--- config.mk ---
export PLATFORM = sky130hd
export DESIGN_NAME = pc_branch_ctrl
export DESIGN_NICKNAME = d
export VERILOG_FILES = /design/src/rtl/pc_branch_ctrl.sv
export SDC_FILE = /design/constraint.sdc
export NUM_CORES = 1
export LEC_CHECK = 0
export CORE_ASPECT_RATIO = 0.9
export CORE_MARGIN = 4
export CORE_UTILIZATION = 38
export DETAILED_ROUTE_END_ITERATION = 12
export PLACE_DENSITY_LB_ADDON = 0.2
export REMOVE_ABC_BUFFERS = 1
export SKIP_LAST_GASP = 1
export SLEW_MARGIN = 0
export SYNTH_ARGS = -nofsm -noshare
export SYNTH_HDL_FRONTEND = slang
export SYNTH_SLANG_ARGS = --single-unit
--- constraint.sdc ---
create_clock -name clock -period 3.3 [get_ports clock]
set_clock_uncertainty 0.1 [all_clocks]
set_input_delay 0.66 -clock clock [delete_from_list [all_inputs] [get_ports clock]]
set_output_delay 0.66 -clock clock [all_outputs]
set_load 0.02 [all_outputs]
--- src/rtl/pc_branch_ctrl.sv ---
`default_nettype none
// ============================================================================
// pc_branch_ctrl -- i281 program counter, branch resolution and run/step/halt
// Revision: 1.0
// ============================================================================
module pc_branch_ctrl (
  input  logic       clock,
  input  logic       reset,
  input  logic       run,
  input  logic       step,
  input  logic       halt_req,
  input  logic       jump,
  input  logic       branch,
  input  logic [2:0] cond,
  input  logic [5:0] offset,
  input  logic [3:0] flags,
  output logic [5:0] pc,
  output logic       pc_en,
  output logic       taken,
  output logic [1:0] state,
  output logic       halted
);

  typedef enum logic [1:0] {
    IDLE   = 2'b00,
    RUN    = 2'b01,
    HALTED = 2'b10
  } state_t;

  state_t     state_r;
  state_t     state_nx;
  logic       step_q;
  logic       step_pulse;
  logic       advance;
  logic       cond_true;
  logic       redirect;
  logic [5:0] pc_inc;
  logic [5:0] pc_nx;

  wire flag_c = flags[3];
  wire flag_o = flags[2];
  wire flag_n = flags[1];
  wire flag_z = flags[0];

  assign step_pulse = step & ~step_q;
  assign advance    = ((state_r == RUN) & run) | ((state_r == IDLE) & step_pulse);

  always_comb begin
    cond_true = 1'b0;
    case (cond)
      3'd0: cond_true = flag_z;
      3'd1: cond_true = ~flag_z;
      3'd2: cond_true = ~flag_z & (flag_n == flag_o);
      3'd3: cond_true = (flag_n == flag_o);
      3'd4: cond_true = flag_c;
      3'd5: cond_true = ~flag_c;
      3'd6: cond_true = flag_n;
      default: cond_true = 1'b1;
    endcase
  end

  // halt_req outranks any redirect decoded in the same instruction
  assign redirect = ~halt_req & (jump | (branch & cond_true));
  assign pc_inc   = pc + 6'd1;

  always_comb begin
    pc_nx = pc;
    if (advance && !halt_req) begin
      pc_nx = redirect ? (pc_inc + offset) : pc_inc;
    end
  end

  always_comb begin
    state_nx = state_r;
    case (state_r)
      IDLE: begin
        if (advance && halt_req) state_nx = HALTED;
        else if (run)            state_nx = RUN;
      end
      RUN: begin
        if (advance && halt_req) state_nx = HALTED;
        else if (!run)           state_nx = IDLE;
      end
      HALTED:  state_nx = HALTED;
      default: state_nx = IDLE;
    endcase
  end

  // step_q resets high so a step held through reset release is not an edge
  always_ff @(posedge clock or posedge reset) begin
    if (reset) begin
      state_r <= IDLE;
      step_q  <= 1'b1;
      pc      <= 6'd0;
    end else begin
      state_r <= state_nx;
      step_q  <= step;
      pc      <= pc_nx;
    end
  end

  assign pc_en  = advance;
  assign taken  = advance & redirect;
  assign state  = state_r;
  assign halted = (state_r == HALTED);

endmodule
`default_nettype wire

; Yosys cells after proc, flatten, opt, wreduce, memory -nomap -nowiden
; Index checks and enable logic that the tools add are counted.
[totals]
regBits = 9
input_bits = 20
out_inout_bits = 11
elab_cells = 42
[classes]
add_sub_neg = 2
eq_ne = 11
n_mux = 7
n_bitwise = 13
n_reduce_logical = 6
[ops]
columns = op, count
row1 = "3-bit == test, second input constant", 3
row2 = 2-bit two-way mux, 4
row3 = 1-bit bitwise AND, 7
row4 = 1-bit case mux with 7 select lines, 1
row5 = "6-bit by 1-bit adder with 6-bit output, second input constant", 1
row6 = 6-bit adder, 1
row7 = "3-bit by 2-bit == test with 1-bit output, second input constant", 2
row8 = 6-bit two-way mux, 1
row9 = "3-bit by 2-bit inequality test with 1-bit output, second input constant", 2
row10 = 2-bit case mux with 3 select lines, 1
row11 = 1-bit inverter, 4
row12 = "3-bit by 1-bit == test with 1-bit output, second input constant", 1
row13 = 3-bit zero test, 1
row14 = "2-bit by 1-bit == test with 1-bit output, second input constant", 1
row15 = "2-bit == test, second input constant", 1
row16 = 1-bit logical AND, 2
row17 = 2-bit zero test, 1
row18 = 1-bit OR, 2
row19 = 2-bit AND reduction, 1
row20 = 1-bit == test, 1
row21 = 1-bit zero test, 1

; Logic depth before layout (Yosys ltp)
[depth]
word_depth = 7
depth_mapped = 10

; Least setup slack after synthesis
; OpenSTA, ideal clock, no wires.
[synth_timing]
kind = input port to output port
start = input port step
end = output port taken
t_arrival_ns = 1.816
required_time_ns = 2.540
slack_ns = 0.724
cell_stages = 6
cell_sequence = or3b_4 > a21oi_4 > and2b_1 > buf_6 > nand2b_1 > inv_1
[synth_via]
elab_chain_cells = 4
[synth_rtl]
columns = element, line_no
row1 = "start, declared", 10  ; input logic step,
row2 = 1-bit bitwise AND, 45  ; assign step_pulse = step & ~step_q;
row3 = 1-bit bitwise AND, 46  ; assign advance = ((state_r == RUN) & run) | ((state_r == IDLE) & step_pulse);
row4 = 1-bit OR, 46
row5 = net pc_en, 18  ; output logic pc_en,
row6 = 1-bit bitwise AND, 103  ; assign taken = advance & redirect;
row7 = "end, declared", 19  ; output logic taken,
; The timed path passes the listed nets, and every way through them passes these cells.

; Worst setup path after layout
[layout_timing]
start = input port step
end = output port pc_en
[layout_via]
elab_chain_cells = 3
[layout_rtl]
columns = element, line_no
row1 = 1-bit bitwise AND, 45
row2 = 1-bit bitwise AND, 46
row3 = 1-bit OR, 46
row4 = "end, declared", 18
; Every way passes these cells.

==> run metrics <==
Pleak=0.556 nW; root buffer cell=clkbuf_4; GPL Wtd Cong=0.828; Ys Warns=0; Top FF cell, synth=dfrtp_1; # setup viols final=0; Post CTS Setup Buffer Count=0; Core Rows=15; R2R Path Start=pc[0]; Mapped Avg Cell Area=9.40 um2; CTS buffer count=3; hold path start=pc[5]; top cell type's share of synthesized area=24.8%; ys async rst share=100%; Starting Density=41.0%; hold endpoint=pc[5]; worst-skew pair later-pin latency=0.26 ns; vias per inst=5.29; Routed wire per std cell=13.7 um; Routed Wire Length=2050 um; outcome=completed; synth unique cells=38; Syn Inst Count=86; crit path cell chain=clkdlybuf4s50_1, or3b_4, a21oi_4, buf_4, clkdlybuf4s50_1; area leader, netlist=dfrtp_1; HP Class=flip-flop to flip-flop; worst reg2reg setup slack=0.64 ns; Worst path depth=5; ranking of synthesized cells by area=dfrtp_1 (25%), ha_1 (9.3%), mux2i_1 (5.0%); area of the multi-input gates=556 um2; worst hold stages=1; synthesized flop and latch total=9; Ant. Diodes=0; Final TNS setup=0 ns; CP Launch Type=primary input; Post-Syn Area=808 um2; storage element area=226 um2; Max Slew Vio Count=0; Die H=51.8 um; Antenna Nets Post-Route=0; delay-heaviest family, CP=buffers and inverters; PD cells=670 nW/um2; Worst-path clk slew=0.06 ns; Placeable Area=1970 um2; routed vias=794; Hold Fails Final Rpt=0; Final Core Density=60.8%; Arrival @ worst endpoint=2.41 ns; vias in the first global route=773; Layout Nets=153; layout cell share with drive strength beyond 1=14.4%; RSZ-0062 raised after global routing=no; Max rail drop VDD=0.400 mV; CP max stage delay=0.60 ns; post-CTS sizing=1; Post-synth EDFFs=0; PortBufs=30; H-tree depth=1; Clock Tree Buf Depth=2; die area=2930 um2; IO Count=31; f_max=316 MHz; WP buf/inv=3; GR Util All Layers=15.6%; # hold bufs at CTS=0; grt ovf=0; Layout Area Growth over Synthesis=48.3%; crit path max fanout=4; Final Cycle Share=95.9%; relative slew slack=74.5%; r2r worst-path depth=8; DRC Markers=0; Crit Reg-Reg Endpoint=pc[5]; largest net degree at the start of global routing=10; Worst Setup End Kind=primary output; Worst Max-Slew Pin Slew=0.373 ns; Detailed Place HPWL=1660 um; DR pass1 iterations=4; Clock Sinks=9; Slowest cell on crit path=clkdlybuf4s50_1; fillcell total=196; max_cap viols=0; Worst Setup Path Type=primary input to primary output; DR iter-0 viols=7; Seq/Total Area, Yosys=28.0%; initial antenna violation count=0; global-route wire length before repair=3560 um; Final min period=3.17 ns; Die X=56.6 um; CTS tree=built; Worst path most repeated cell=clkdlybuf4s50_1; CP required=2.54 ns
worst max-delay path by stage:
| stage | from | endpoint | slack, ns |
|---|---|---|---|
| final | step | pc_en | 0.13 |
| after global routing | step | pc_en | 0.07 |
| after CTS | step | pc_en | 0.12 |
| after detailed placement | branch | taken | -0.06 |
| after global placement | branch | taken | -0.03 |
| after floorplan | step | taken | 0.69 |
cells in the mapped netlist (all sizes together) (2+ instances only):
master and count:
a211oi 2, a21o 4, a21oi 7, and2b 2
dfrtp 8, ha 6, inv 4, mux2i 4
nand2 5, nand2b 4, nand3 5, nand3b 2
nor2 3, o21ai 3, o22ai 3, or2 3
or3b 2, xnor2 3, xor2 4
flip-flops by register name, indices dropped and copies added, names as in the netlist:
name,cells
pc,6
state,2
step_q,1
through the flow:
step                      instances  power, mW  worst slack, ns  hold WS, ns  area (um2)
after global placement          146      0.706          -0.0309        0.359        1170
final                           150      0.803            0.134        0.388        1200
after CTS                       150      0.812            0.124        0.396        1200
after floorplan                  85      0.524            0.690        0.387         797
after global routing            150      0.870           0.0703        0.421        1200
after detailed placement        146      0.721          -0.0603        0.364        1170
power breakdown:
part | total (mW) | leakage, nW | switching (mW) | internal, mW
clock | 0.0848 | 0.0150 | 0.0382 | 0.0466
sequential | 0.192 | 0.113 | 0.0437 | 0.148
combinational | 0.526 | 0.428 | 0.257 | 0.270
total | 0.803 | 0.556 | 0.338 | 0.465
final cells by class:
type | count | share of cell area (%)
tap | 25 | 2.61
timing repair buffer | 36 | 28.7
multi-input combinational | 72 | 46.3
inverter | 4 | 1.25
sequential | 9 | 18.9
clock buffer | 4 | 2.19
cell families (layout without fill, tap and decap cells):
| group | after synthesis | count (layout) | share of synthesized area (%) |
|---|---|---|---|
| AND/OR/NAND/NOR | 28 | 28 | 20.7 |
| AO/OA/AOI/OAI | 26 | 26 | 23.7 |
| flip-flops | 9 | 9 | 28.0 |
| adder cells (fa/ha/maj) | 7 | 7 | 11.8 |
| XOR/XNOR | 7 | 7 | 7.59 |
| buffers and inverters | 5 | 44 | 3.25 |
| multiplexers | 4 | 4 | 4.95 |
per-layer routing:
layer	vias to the layer above	part of all wire (%)	global-route usage, %
li1	396	-	-
met1	371	44	18.9
met2	25	50	27.1
met3	2	6.4	5.46
met4	0	0.34	2.37
met5	-	0	0
worst register-to-register path, stage by stage (launching register included):
cell,delay (ns)
dfrtp_1,0.41
ha_1,0.36
ha_1,0.31
a211o_1,0.34
a2111oi_0,0.39
a41oi_1,0.08
a21oi_1,0.20
mux2i_1,0.24
xor2_1,0.15
cell usage in the layout (no fill, tap or decap), types with 2 or more instances in the layout:
cell	count
o22ai_1	3
o21ai_0	3
or2_2	2
mux2i_1	4
nand3_1	5
dfrtp_1	8
nor2_1	3
xnor2_1	3
buf_4	6
xor2_1	4
clkdlybuf4s50_1	29
a21oi_1	6
inv_1	4
ha_1	6
a21o_1	3
nand2_1	5
nand3b_1	2
nand2b_1	3
clkbuf_4	3
Power figures use the tool's default switching activity.
